==> src/rtl/gpo_pad_ctrl.sv <==
// Control stage for one 1.8 V GPO pad: registers all pad pins and sequences
// configuration changes (drain, apply, bias qualify, settle) so the pad never glitches.
module gpo_pad_ctrl #(
    parameter int unsigned SETTLE_CYCLES = 8,
    parameter int unsigned VBIAS_TIMEOUT = 255
) (
    input  logic       clk_i,
    input  logic       rst_ni,
    input  logic       cfg_valid_i,
    output logic       cfg_ready_o,
    input  logic [1:0] cfg_mode_i,
    input  logic [3:0] cfg_ds_i,
    input  logic       cfg_sr_i,
    input  logic       cfg_co_i,
    input  logic       data_i,
    input  logic       vbias_ok_i,
    output logic       pad_do_o,
    output logic [3:0] pad_ds_o,
    output logic       pad_sr_o,
    output logic       pad_co_o,
    output logic       pad_oe_o,
    output logic       pad_odp_o,
    output logic       pad_odn_o,
    output logic       busy_o,
    output logic       err_o
);

    typedef enum logic [2:0] {
        ST_ACTIVE    = 3'd0,
        ST_DRAIN     = 3'd1,
        ST_APPLY     = 3'd2,
        ST_BIAS_WAIT = 3'd3,
        ST_SETTLE    = 3'd4
    } state_t;

    localparam logic [7:0]  SETTLE_LOAD = 8'(SETTLE_CYCLES - 1);
    localparam logic [15:0] BW_LAST     = 16'(VBIAS_TIMEOUT - 1);

    state_t      state_r;
    logic [7:0]  cnt_r;
    logic [15:0] bw_cnt_r;
    logic        vb_meta_r;
    logic        vb_sync_r;
    logic [1:0]  sh_mode_r;
    logic [3:0]  sh_ds_r;
    logic        sh_sr_r;
    logic        sh_co_r;
    logic        pad_do_r;
    logic [3:0]  pad_ds_r;
    logic        pad_sr_r;
    logic        pad_co_r;
    logic        pad_oe_r;
    logic        pad_odp_r;
    logic        pad_odn_r;
    logic        busy_r;
    logic        err_r;
    logic        ready_r;
    logic        oe_block_r;
    logic        bias_needed_s;

    assign bias_needed_s = (pad_ds_r[1:0] != 2'b00);

    // Two-flop synchroniser for the asynchronous VBIAS-valid level
    always_ff @(posedge clk_i or negedge rst_ni) begin
        if (!rst_ni) begin
            vb_meta_r <= 1'b0;
            vb_sync_r <= 1'b0;
        end else begin
            vb_meta_r <= vbias_ok_i;
            vb_sync_r <= vb_meta_r;
        end
    end

    // Output data path, independent of the configuration sequence
    always_ff @(posedge clk_i or negedge rst_ni) begin
        if (!rst_ni) begin
            pad_do_r <= 1'b0;
        end else begin
            pad_do_r <= data_i;
        end
    end

    // Configuration sequencer with registered pad controls and status
    always_ff @(posedge clk_i or negedge rst_ni) begin
        if (!rst_ni) begin
            state_r    <= ST_ACTIVE;
            cnt_r      <= 8'd0;
            bw_cnt_r   <= 16'd0;
            sh_mode_r  <= 2'b00;
            sh_ds_r    <= 4'd0;
            sh_sr_r    <= 1'b0;
            sh_co_r    <= 1'b0;
            pad_ds_r   <= 4'd0;
            pad_sr_r   <= 1'b0;
            pad_co_r   <= 1'b0;
            pad_oe_r   <= 1'b0;
            pad_odp_r  <= 1'b0;
            pad_odn_r  <= 1'b0;
            busy_r     <= 1'b0;
            err_r      <= 1'b0;
            ready_r    <= 1'b1;
            oe_block_r <= 1'b0;
        end else begin
            case (state_r)
                ST_ACTIVE: begin
                    if (cfg_valid_i && ready_r) begin
                        sh_mode_r  <= cfg_mode_i;
                        sh_ds_r    <= cfg_ds_i;
                        sh_sr_r    <= cfg_sr_i;
                        sh_co_r    <= cfg_co_i;
                        err_r      <= 1'b0;
                        oe_block_r <= 1'b0;
                        pad_oe_r   <= 1'b0;
                        cnt_r      <= SETTLE_LOAD;
                        ready_r    <= 1'b0;
                        busy_r     <= 1'b1;
                        state_r    <= ST_DRAIN;
                    end else if (pad_oe_r && bias_needed_s && !vb_sync_r) begin
                        // Bias lost under load: latch off until the next config
                        pad_oe_r   <= 1'b0;
                        err_r      <= 1'b1;
                        oe_block_r <= 1'b1;
                    end else begin
                        pad_oe_r   <= (sh_mode_r != 2'b00) && !oe_block_r;
                    end
                end
                ST_DRAIN: begin
                    if (cnt_r == 8'd0) begin
                        state_r <= ST_APPLY;
                    end else begin
                        cnt_r <= cnt_r - 8'd1;
                    end
                end
                ST_APPLY: begin
                    pad_ds_r  <= sh_ds_r;
                    pad_sr_r  <= sh_sr_r;
                    pad_co_r  <= sh_co_r;
                    pad_odp_r <= (sh_mode_r == 2'b10);
                    pad_odn_r <= (sh_mode_r == 2'b11);
                    bw_cnt_r  <= 16'd0;
                    state_r   <= ST_BIAS_WAIT;
                end
                ST_BIAS_WAIT: begin
                    if (!bias_needed_s || vb_sync_r) begin
                        cnt_r   <= SETTLE_LOAD;
                        state_r <= ST_SETTLE;
                    end else if (bw_cnt_r == BW_LAST) begin
                        // Fallback: drop to the strengths that need no bias
                        err_r         <= 1'b1;
                        pad_ds_r[1:0] <= 2'b00;
                        cnt_r         <= SETTLE_LOAD;
                        state_r       <= ST_SETTLE;
                    end else begin
                        bw_cnt_r <= bw_cnt_r + 16'd1;
                    end
                end
                ST_SETTLE: begin
                    if (cnt_r == 8'd0) begin
                        ready_r <= 1'b1;
                        busy_r  <= 1'b0;
                        state_r <= ST_ACTIVE;
                    end else begin
                        cnt_r <= cnt_r - 8'd1;
                    end
                end
                default: begin
                    pad_oe_r <= 1'b0;
                    ready_r  <= 1'b1;
                    busy_r   <= 1'b0;
                    state_r  <= ST_ACTIVE;
                end
            endcase
        end
    end

    assign cfg_ready_o = ready_r;
    assign pad_do_o    = pad_do_r;
    assign pad_ds_o    = pad_ds_r;
    assign pad_sr_o    = pad_sr_r;
    assign pad_co_o    = pad_co_r;
    assign pad_oe_o    = pad_oe_r;
    assign pad_odp_o   = pad_odp_r;
    assign pad_odn_o   = pad_odn_r;
    assign busy_o      = busy_r;
    assign err_o       = err_r;

endmodule

==> config.mk <==
export PLATFORM = sky130hd
export DESIGN_NAME = gpo_pad_ctrl
export DESIGN_NICKNAME = d
export VERILOG_FILES = /design/src/rtl/gpo_pad_ctrl.sv
export SDC_FILE = /design/constraint.sdc
export NUM_CORES = 1
export LEC_CHECK = 0
export BUFFER_PORTS_ARGS = -buffer_cell sky130_fd_sc_hd__buf_2
export CORE_MARGIN = 2
export CORE_UTILIZATION = 56
export DETAILED_ROUTE_END_ITERATION = 10
export PLACE_DENSITY = 0.82
export SYNTH_ARGS = -nofsm -noshare
export SYNTH_HDL_FRONTEND = slang
export SYNTH_SLANG_ARGS = --single-unit
export TNS_END_PERCENT = 100
==> constraint.sdc <==
create_clock -name clk_i -period 6.3 [get_ports clk_i]
set_clock_uncertainty 0.2 [all_clocks]
set_input_delay 1.26 -clock clk_i [delete_from_list [all_inputs] [get_ports clk_i]]
set_output_delay 1.26 -clock clk_i [all_outputs]
set_load 0.02 [all_outputs]
==> out/metrics.yaml, run 1 <==
slowest_stage: "o31ai_2"
cts_made_buffers: 5
finalMaxSlewViolations: 0
worstPathRequired_ns: 6.30
port_buffers: 25
synth_area_um2: 2640
grt_max_degree: 52
hold_viol: 0
cap_violations: 0
crit_chain: "inv_1, ha_1, nand4b_2, o31ai_2, nor2_1, o21a_1"
num_rows: 24
status: "complete, no violations"
vias: 2069
routed_via_density: 6.158
place_ws_ns: 3.566
dp_hpwl_um: 3696
leakagePower_nw: 1.325
ant_nets: 0
track_usage_pct: 22.60
fill_cells: 365
io-pin-count: 26
min-delay-path-class: "register to register"
startpoint_type: "register"
hold_buffers: 0
placed_area_um2: 2796
die_x_um: 72.66
syn_area_per_cell_um2: 10.19
clock.fmax_mhz: 381.4
wl_per_cell_um: 15.84
area_growth_pct: 10.95
synth_top_cell_by_area: "dfrtp_1"
stdcell_count: 336
worstHoldStart: "vb_meta_r"
core_um2: 4444
grt_pass1_vias: 2057
async_reset_ff_share_pct: 100.0
post-cts-setup-buffers: 0
max_stage_delay_ns: 0.97
synth-seq-cells: 51
cts_resized: 0
antenna_found_initial: 0
power_density_nw_per_um2: 208.2
root_buffer: "clkbuf_8"
drt-pass1-iter-count: 4
clk-insertion-delay-late_ns: 0.31
placed_cells: 328
final_nets: 300
start_util_pct: 59.40
synthFlopType: "dfrtp_1"
ys_types: 54
drt_wl_total_um: 5323
remaining_drc_errors: 0
power_frac_clock_pct: 44.2
internal_power_mw: 0.4903
htree_levels: 2
whs_ns: 0.1727
yosysTopAreaCellShare_pct: 47.39
holdPathStages: 0
tightest_slew_ns: 1.104
cts_tree: "yes"
fin_crit_ns: 2.622
p_comb_share_pct: 1.9
worstSetupStartpoint: "bw_cnt_r[0]"
drive_above_1_share_pct: 19.72
setup_tns_ns: 0
place_congestion: 0.8269
setup_slack_ns: 3.678
clk_pin_slew_ns: 0.10
syn_inst: 259
cp-end-kind: "register"
seq_power_share_pct: 53.9
antenna_cells: 0
path_class: "register to register"
clock_path_buffers: 2
r2r-end: "bw_cnt_r[8]"
path_max_fanout: 16
grt_overflow: 0
syn_nets: 276
yosys_warnings: 0
netlist_top_cells_area: "dfrtp_1, mux2_2, nand2_1"
yosysSeqAreaShare_pct: 48.39
ir_drop_mv: 0.1757
rsz0062_at_grt: "false"
r2r_slack_ns: 3.68
p_total_mw: 0.6098
r2r_start: "bw_cnt_r[0]"
whs_endpoint: "vb_sync_r"
dieArea_um2: 5279
p_switching_mw: 0.1195
setup_viol: 0
grt_pass1_wl_um: 9377
reg2reg_depth: 6
fin_area_um2: 2929
crit_arrival_ns: 2.63
synth_edf_count: 0
min_period_over_period_pct: 41.62
swShare_pct: 19.59
dr.first_iter.drc_count: 135
cts.sinks: 51
slew_headroom_pct: 25.96
die_h_um: 72.66
fin_util_pct: 65.91
-- cell type report --
class	instances	area, µm²	share of cell area [%]
multi-input combinational	190	1284	43.83
clock buffer	6	72.57	2.478
inverter	8	30.03	1.025
timing repair buffer	27	140.1	4.784
sequential	51	1277	43.61
tap	52	65.06	2.221
clock inverter	2	60.06	2.050
-- cell usage after synthesis, types with 4 or more instances --
master	number
o21ai_1	10
clkbuf_1	5
nand2_1	24
mux2_2	10
a21oi_1	13
nand4_1	4
ha_1	4
nor3_1	9
nand3_1	12
o2bb2ai_1	5
a31oi_1	6
and3_1	6
nor2_1	19
mux2i_1	4
o21ai_0	8
dfrtp_1	50
inv_1	8
-- state kept, by name, indices dropped and copies added (netlist names), 2 cells and up --
name / count
state_r: 3
sh_ds_r: 4
cnt_r: 8
bw_cnt_r: 16
sh_mode_r: 2
pad_ds_o: 4
-- worst max-delay path by stage --
stage               slack (ns)     endpoint
floorplan                 3.65      sh_co_r
global placement          3.61     cnt_r[1]
detailed placement        3.57     cnt_r[1]
CTS                       3.71  bw_cnt_r[8]
global route              3.51  bw_cnt_r[7]
finish                    3.68  bw_cnt_r[8]
-- critical path, delay by kind of cell, from the launching register on --
family	cells	cell delay, ns
and+or+nand+nor	2	0.37
AOI/OAI and AO/OA	2	1.18
buffers and inverters	1	0.09
DFF	1	0.49
adders and majority gates	1	0.18
-- logic make-up after synthesis --
| logic type | Yosys count | synth area share, % |
|---|---|---|
| muxes | 17 | 7.204 |
| DFF | 51 | 48.39 |
| AOI/OAI and AO/OA | 72 | 19.43 |
| and+or+nand+nor | 95 | 19.43 |
| xor gates and xnor gates | 2 | 0.6636 |
| buffers and inverters | 18 | 2.986 |
| adders and majority gates | 4 | 1.896 |
-- routing by layer --
| layer | track usage, % | up-vias | wire length, µm |
|---|---|---|---|
| li1 | - | 1001 | - |
| met1 | 29.13 | 1014 | 2458 |
| met2 | 37.27 | 46 | 2564 |
| met3 | 5.525 | 8 | 220 |
| met4 | 8.025 | 0 | 80 |
| met5 | 0 | - | 0 |
-- layout by cell type (no fill, tap or decap), drive strengths merged, types with 3 or more instances in the layout --
master and count:
nor4 4, nand2 24, dfrtp 50, buf 27
mux2 13, nand4 4, o2bb2ai 5, o31ai 5
ha 4, a31oi 6, mux2i 4, a22o 3
a21oi 13, and2 4, and3 6, clkbuf 6
o41ai 3, o21ai 19, o21bai 3, inv 8
a41oi 3, nor2 19, nor2b 3, nor3 9
nand3 13
-- power groups by stage --
| stage | clock network (mW) | registers [mW] | logic, mW |
|---|---|---|---|
| 2_1_floorplan | 0 | 0.335 | 0.000594 |
| 3_3_place_gp | 0 | 0.335 | 0.0120 |
| 3_5_place_dp | 0 | 0.335 | 0.0122 |
| 4_1_cts | 0.271 | 0.328 | 0.0122 |
| 5_1_grt | 0.280 | 0.329 | 0.0138 |
| 6_report | 0.270 | 0.328 | 0.0116 |
Power figures use the tool's default switching activity.
==> run 2: changes to the inputs <==
ABC_AREA = 1   (was not set)
clock period = 2.5 ns   (was 6.3 ns; I/O delays follow)
==> out/metrics.yaml, run 2 <==
drt-pass1-iter-count: 4  # unchanged
fin_crit_ns: 1.861  # -0.7611 ns
largest_register: "bw_cnt_r"
grt_pass1_vias: 2235  # +8.7%
yosys_warnings: 0  # unchanged
io-pin-count: 26  # unchanged
final_common_cell: "nand2_1"
yosysTopAreaCellShare_pct: 44.82  # -2.6 points
synthTopCellsByCount: "nand2_1, dfrtp_1, nor2_1"
dp_hpwl_um: 4043  # +9.4%
syn_nets: 388  # +41%
min-delay-path-class: "primary input to asynchronous set/reset pin"
min_period_over_period_pct: 74.45  # +33 points
setup_viol: 0  # unchanged
dieArea_um2: 5565  # +5.4%
routed_via_density: 4.998  # -19%
ys_types: 35  # -35%
clk_pin_slew_ns: 0.09  # about the same
startpoint_type: "register"
power_density_nw_per_um2: 1039  # +400%
crit_arrival_ns: 1.91  # -0.72 ns
ir_drop_mv: 0.7509  # +330%
cp-end-kind: "register"
syn_area_per_cell_um2: 7.524  # -26%
setup_tns_ns: 0  # unchanged
num_rows: 25  # +4.2%
root_buffer: "clkbuf_8"
netlist_top_cells_area: "dfrtp_1, nand2_1, nor2_1"
wl_per_cell_um: 11.70  # -26%
synth_edf_count: 0  # unchanged
syn_inst: 371  # +43%
cts.sinks: 51  # unchanged
hold_buffers: 0  # unchanged
area_growth_pct: 10.71
antenna_cells: 0  # unchanged
hold_viol: 0  # unchanged
path_class: "register to register"
finalMaxSlewViolations: 0  # unchanged
grt_max_degree: 52  # unchanged
grt_pass1_wl_um: 9591  # +2.3%
drive_above_1_share_pct: 15.25  # -4.5 points
final_nets: 416  # +39%
rsz0062_at_grt: "false"
status: "complete, no violations"
synth_area_um2: 2791  # +5.7%
die_h_um: 74.60  # +2.7%
cts_made_buffers: 5  # unchanged
synthFlopType: "dfrtp_1"
cts_tree: "yes"
vias: 2334  # +13%
worstPathRequired_ns: 2.55  # -3.75 ns
port_buffers: 25  # unchanged
remaining_drc_errors: 0  # unchanged
synth_top_cell_by_area: "dfrtp_1"
die_x_um: 74.60  # +2.7%
start_util_pct: 58.71  # -0.69 points
grt_overflow: 0  # unchanged
cap_violations: 0  # unchanged
tightest_slew_ns: 0.6267  # -0.4773 ns
clk-insertion-delay-late_ns: 0.31  # about the same
reg.largest.list: "bw_cnt_r (16), cnt_r (8)"
drt_wl_total_um: 5463  # +2.6%
yosysSeqAreaShare_pct: 45.76  # -2.6 points
antenna_found_initial: 0  # unchanged
dr.first_iter.drc_count: 141  # +4.4%
core_um2: 4755  # +7.0%
synth-seq-cells: 51  # unchanged
fin_util_pct: 65.00  # -0.91 points
post-cts-setup-buffers: 0  # unchanged
path_max_fanout: 13  # -3
place_congestion: 0.8623  # +4.3%
largest_reg_flops: 16  # unchanged
final_cell_mix: "nand2_1, dfrtp_1, nor2_1"
htree_levels: 2  # unchanged
clock_path_buffers: 2  # unchanged
ant_nets: 0  # unchanged
yosysMostFrequentCell: "nand2_1"
async_reset_ff_share_pct: 100.0  # unchanged
track_usage_pct: 22.46  # -0.14 points
cts_resized: 0  # unchanged
slew_headroom_pct: 58.22  # +32 points
clock.fmax_mhz: 537.3  # +41%
leakagePower_nw: 1.622  # +22%
-- run 2: changes by cell type after synthesis, moves of 6 or more --
cell | before | now
mux2_2 | 10 | 3
nor3_1 | 9 | 2
inv_1 | 8 | 31
nand3_1 | 12 | 33
a21oi_1 | 13 | 5
o21ai_1 | 10 | 0
a31oi_1 | 6 | 0
nor2_1 | 19 | 48
nand2_1 | 24 | 133
inv_2 | 0 | 7
-- run 2: through the flow --
| stage | setup slack, ns | area [µm²] | instances | hold WS, ns | power, mW |
|---|---|---|---|---|---|
| floorplan | 0.8811 | 2791 | 371 | 0.004409 | 2.307 |
| global placement | 0.6699 | 2973 | 459 | 0.1329 | 2.589 |
| global route | 0.4359 | 3090 | 467 | 0.09024 | 3.485 |
| CTS | 0.6259 | 3090 | 467 | 0.08867 | 3.230 |
| detailed placement | 0.6541 | 2973 | 459 | 0.1347 | 2.641 |
| finish | 0.6389 | 3090 | 467 | 0.09053 | 3.212 |
-- run 2: path summary, 6_finish.rpt --
| path | from | end | slack, ns | depth (start not counted) |
|---|---|---|---|---|
| hold / removal | rst_ni | cnt_r[6] | 0.09 | 2 |
| hold reg to reg | vb_meta_r | vb_sync_r | 0.15 | 0 |
| min in group clk_i | data_i | pad_do_o | 0.10 | 1 |
| max in group asynchronous | rst_ni | vb_sync_r | 1.59 | 2 |
| setup / recovery | state_r[2] | cnt_r[6] | 0.64 | 7 |
| setup reg to reg | state_r[2] | cnt_r[6] | 0.64 | 7 |
-- run 2: cells by family after synthesis --
kind of cell	after synthesis	share of synthesized area (%)
simple gates	237	36.84
flops	51	45.76
buf+inv	43	6.364
compound gates	25	5.424
xor+xnor	7	2.196
mux	4	1.614
fa+ha+maj	4	1.793
-- run 2: critical path: stages, from the launching register on --
cell     delay, ns
dfrtp_1       0.48
nor2_1        0.19
inv_1         0.12
nor2_8        0.15
nand3_2       0.26
nand2_2       0.25
nand2_1       0.08
nand2_1       0.06
-- run 2: where the power goes --
part / internal, mW / leakage, nW / total (mW) / switching (mW)
Sequential: 1.06 / 0.652 / 1.23 / 0.168
Combinational: 0.450 / 0.909 / 1.39 / 0.941
Clock: 0.324 / 0.0612 / 0.588 / 0.264
-- run 2: metal layers --
metal,vias up,track usage [%],part of all wire (%)
li1,1216,-,-
met1,1067,29.57,48
met2,42,37.36,47
met3,9,4.472,3.4
met4,0,7.540,1.5
met5,-,0,0
-- run 2: layout make-up --
type,instances,area [µm²]
Timing Repair Buffer,26,132.6
Fill cell,427,1664
Tap cell,67,83.83
Clock inverter,2,35.03
Clock buffer,6,82.58
Inverter,38,142.6
Sequential cell,51,1277
Multi-Input combinational cell,277,1336
==> run 3: changes to the inputs <==
ABC_AREA = 0   (was 1)
clock period = 1.8 ns   (was 2.5 ns; I/O delays follow)
==> out/metrics.yaml, run 3 (same netlist as run 1, synthesis figures left out) <==
core_um2: 4444  # -6.5%
place_ws_ns: -0.2683  # -0.9224 ns
max_stage_delay_ns: 0.43  # -0.05 ns
setup_slack_ns: -0.4648  # -1.104 ns
worstPathRequired_ns: 1.83  # -0.72 ns
num_rows: 24  # -4.0%
track_usage_pct: 33.54  # +11 points
root_buffer: "clkbuf_8"
routed_via_density: 7.209  # +44%
tightest_slew_ns: 0.4447  # -0.1820 ns
clock.fmax_mhz: 441.5  # -18%
cts_tree: "yes"
largest_reg_flops: 16  # unchanged
slew_headroom_pct: 70.08  # +12 points
final_nets: 380  # -8.7%
remaining_drc_errors: 0  # unchanged
power_density_nw_per_um2: 511.2  # -51%
whs_ns: 0.07081  # -0.01971 ns
path_class: "register to register"
io-pin-count: 26  # unchanged
area_growth_pct: 53.18
final_cell_mix: "buf_4, dfrtp_1, buf_2"
dr.first_iter.drc_count: 434  # +210%
dieArea_um2: 5279  # -5.1%
fill_cells: 137  # -68%
start_util_pct: 59.40  # +0.69 points
cp-end-kind: "register"
ant_nets: 0  # unchanged
die_x_um: 72.66  # -2.6%
area.sequential_um2: 1279  # about the same
antenna_found_initial: 0  # unchanged
ir_drop_mv: 0.5218  # -31%
clk_pin_slew_ns: 0.11  # +0.02 ns
status: "finished, violations left"
leakagePower_nw: 1.855  # +14%
dp_hpwl_um: 4784  # +18%
crit_arrival_ns: 2.30  # +0.39 ns
rsz0062_at_grt: "true"
antenna_cells: 0  # unchanged
cts_made_buffers: 5  # unchanged
finalMaxSlewViolations: 0  # unchanged
place_congestion: 0.8622  # about the same
cts.sinks: 51  # unchanged
failed_checks: "setup timing"
grt_pass1_wl_um: 13380  # +39%
drive_above_1_share_pct: 51.65  # +36 points
vias: 2999  # +28%
multi_input_area_um2: 1697  # +27%
setup_viol: 36  # +36
startpoint_type: "register"
crit_chain: "inv_2, ha_4, nor4b_4, nand2_1, and3_4, o31ai_4, buf_6, buf_4, o2bb2ai_1"
cap_violations: 0  # unchanged
hold_viol: 0  # unchanged
path_max_fanout: 5  # -8
slowest_stage: "dfrtp_1"
min-delay-path-class: "primary input to register"
fin_crit_ns: 2.265  # +0.4037 ns
clock_path_buffers: 2  # unchanged
reg.largest.list: "bw_cnt_r (16), cnt_r (8)"
htree_levels: 2  # unchanged
drt-pass1-iter-count: 5  # +1
drt_wl_total_um: 11500  # +110%
clk-insertion-delay-late_ns: 0.32  # about the same
largest_register: "bw_cnt_r"
grt_max_degree: 52  # unchanged
final_common_cell: "buf_4"
grt_overflow: 0  # unchanged
port_buffers: 25  # unchanged
die_h_um: 72.66  # -2.6%
wl_per_cell_um: 27.65  # +140%
grt_pass1_vias: 2771  # +24%
min_period_over_period_pct: 125.8  # +51 points
[run 3: cell count changes in the layout (fill, tap and decap cells not counted), sizes merged, moves of 6 or more]
| cell | previous run | this run |
|---|---|---|
| a21oi | 6 | 13 |
| nor3 | 2 | 9 |
| nand2 | 139 | 24 |
| a31oi | 0 | 6 |
| buf | 26 | 103 |
| nor2 | 53 | 19 |
| inv | 38 | 8 |
| nand3 | 35 | 13 |
| o21ai | 13 | 19 |
| mux2 | 4 | 13 |
[run 3: where the power goes]
| group | total [mW] | switching (mW) | internal [mW] |
|---|---|---|---|
| Combinational | 0.0611 | 0.0363 | 0.0247 |
| Sequential | 1.15 | 0.00168 | 1.15 |
| Clock | 0.856 | 0.434 | 0.422 |
[run 3: worst paths after layout]
path                       cells after the start      endpoint  slack (ns)       from
setup / recovery                               9      cnt_r[3]       -0.46   cnt_r[0]
hold / removal                                 2       sh_sr_r        0.07   cfg_sr_i
setup reg to reg                               9      cnt_r[3]       -0.46   cnt_r[0]
hold reg to reg                                0     vb_sync_r        0.18  vb_meta_r
max in group asynchronous                      3   cfg_ready_o        0.75     rst_ni
min in group asynchronous                      3  bw_cnt_r[10]        0.35     rst_ni
[run 3: what timing repair did]
item | CTS | global route
resized for setup | 12 | 73
endpoints found under the hold margin | 52 | 0
hold buffers | 3 | 0
cloned | 0 | 2
setup endpoints to repair | 24 | 38
setup buffers | 4 | 12
pin swaps | 7 | 19
[run 3: final cells by class]
class                   instances  share of cell area [%]
multi-input cells             190                   41.96
clock buffers                   5                   1.702
repair buffers                107                   21.10
clock inverters                 3                   1.176
well taps                      52                   1.609
flip-flops and latches         51                   31.62
inverters                       8                  0.8354
[run 3: per-stage QoR]
step | TNS, ns | area (µm²) | total power [mW] | std cells | util [%]
global route | -8.424 | 4044 | 2.113 | 416 | 90.99
finish | -6.868 | 4044 | 2.067 | 416 | 90.99
global placement | -1.121 | 3368 | 1.219 | 389 | 75.79
CTS | -1.299 | 3593 | 2.035 | 404 | 80.86
detailed placement | -1.937 | 3368 | 1.221 | 389 | 75.79
floorplan | -1.380 | 2728 | 1.176 | 259 | -
[run 3: critical path: cells and delay by family, from the launching register on]
family                     cells  cell delay [ns]
DFF                            1             0.43
AOI/OAI and AO/OA              2             0.38
adders and majority gates      1             0.14
and+or+nand+nor                3             0.65
buffers and inverters          3             0.39
[run 3: routing by layer]
layer	up-vias	global-route usage, %	wire [µm]
met3	99	6.768	1328
met1	1403	38.22	3939
met2	335	58.08	5330
met4	0	19.75	903
met5	-	0	0
li1	1162	-	-
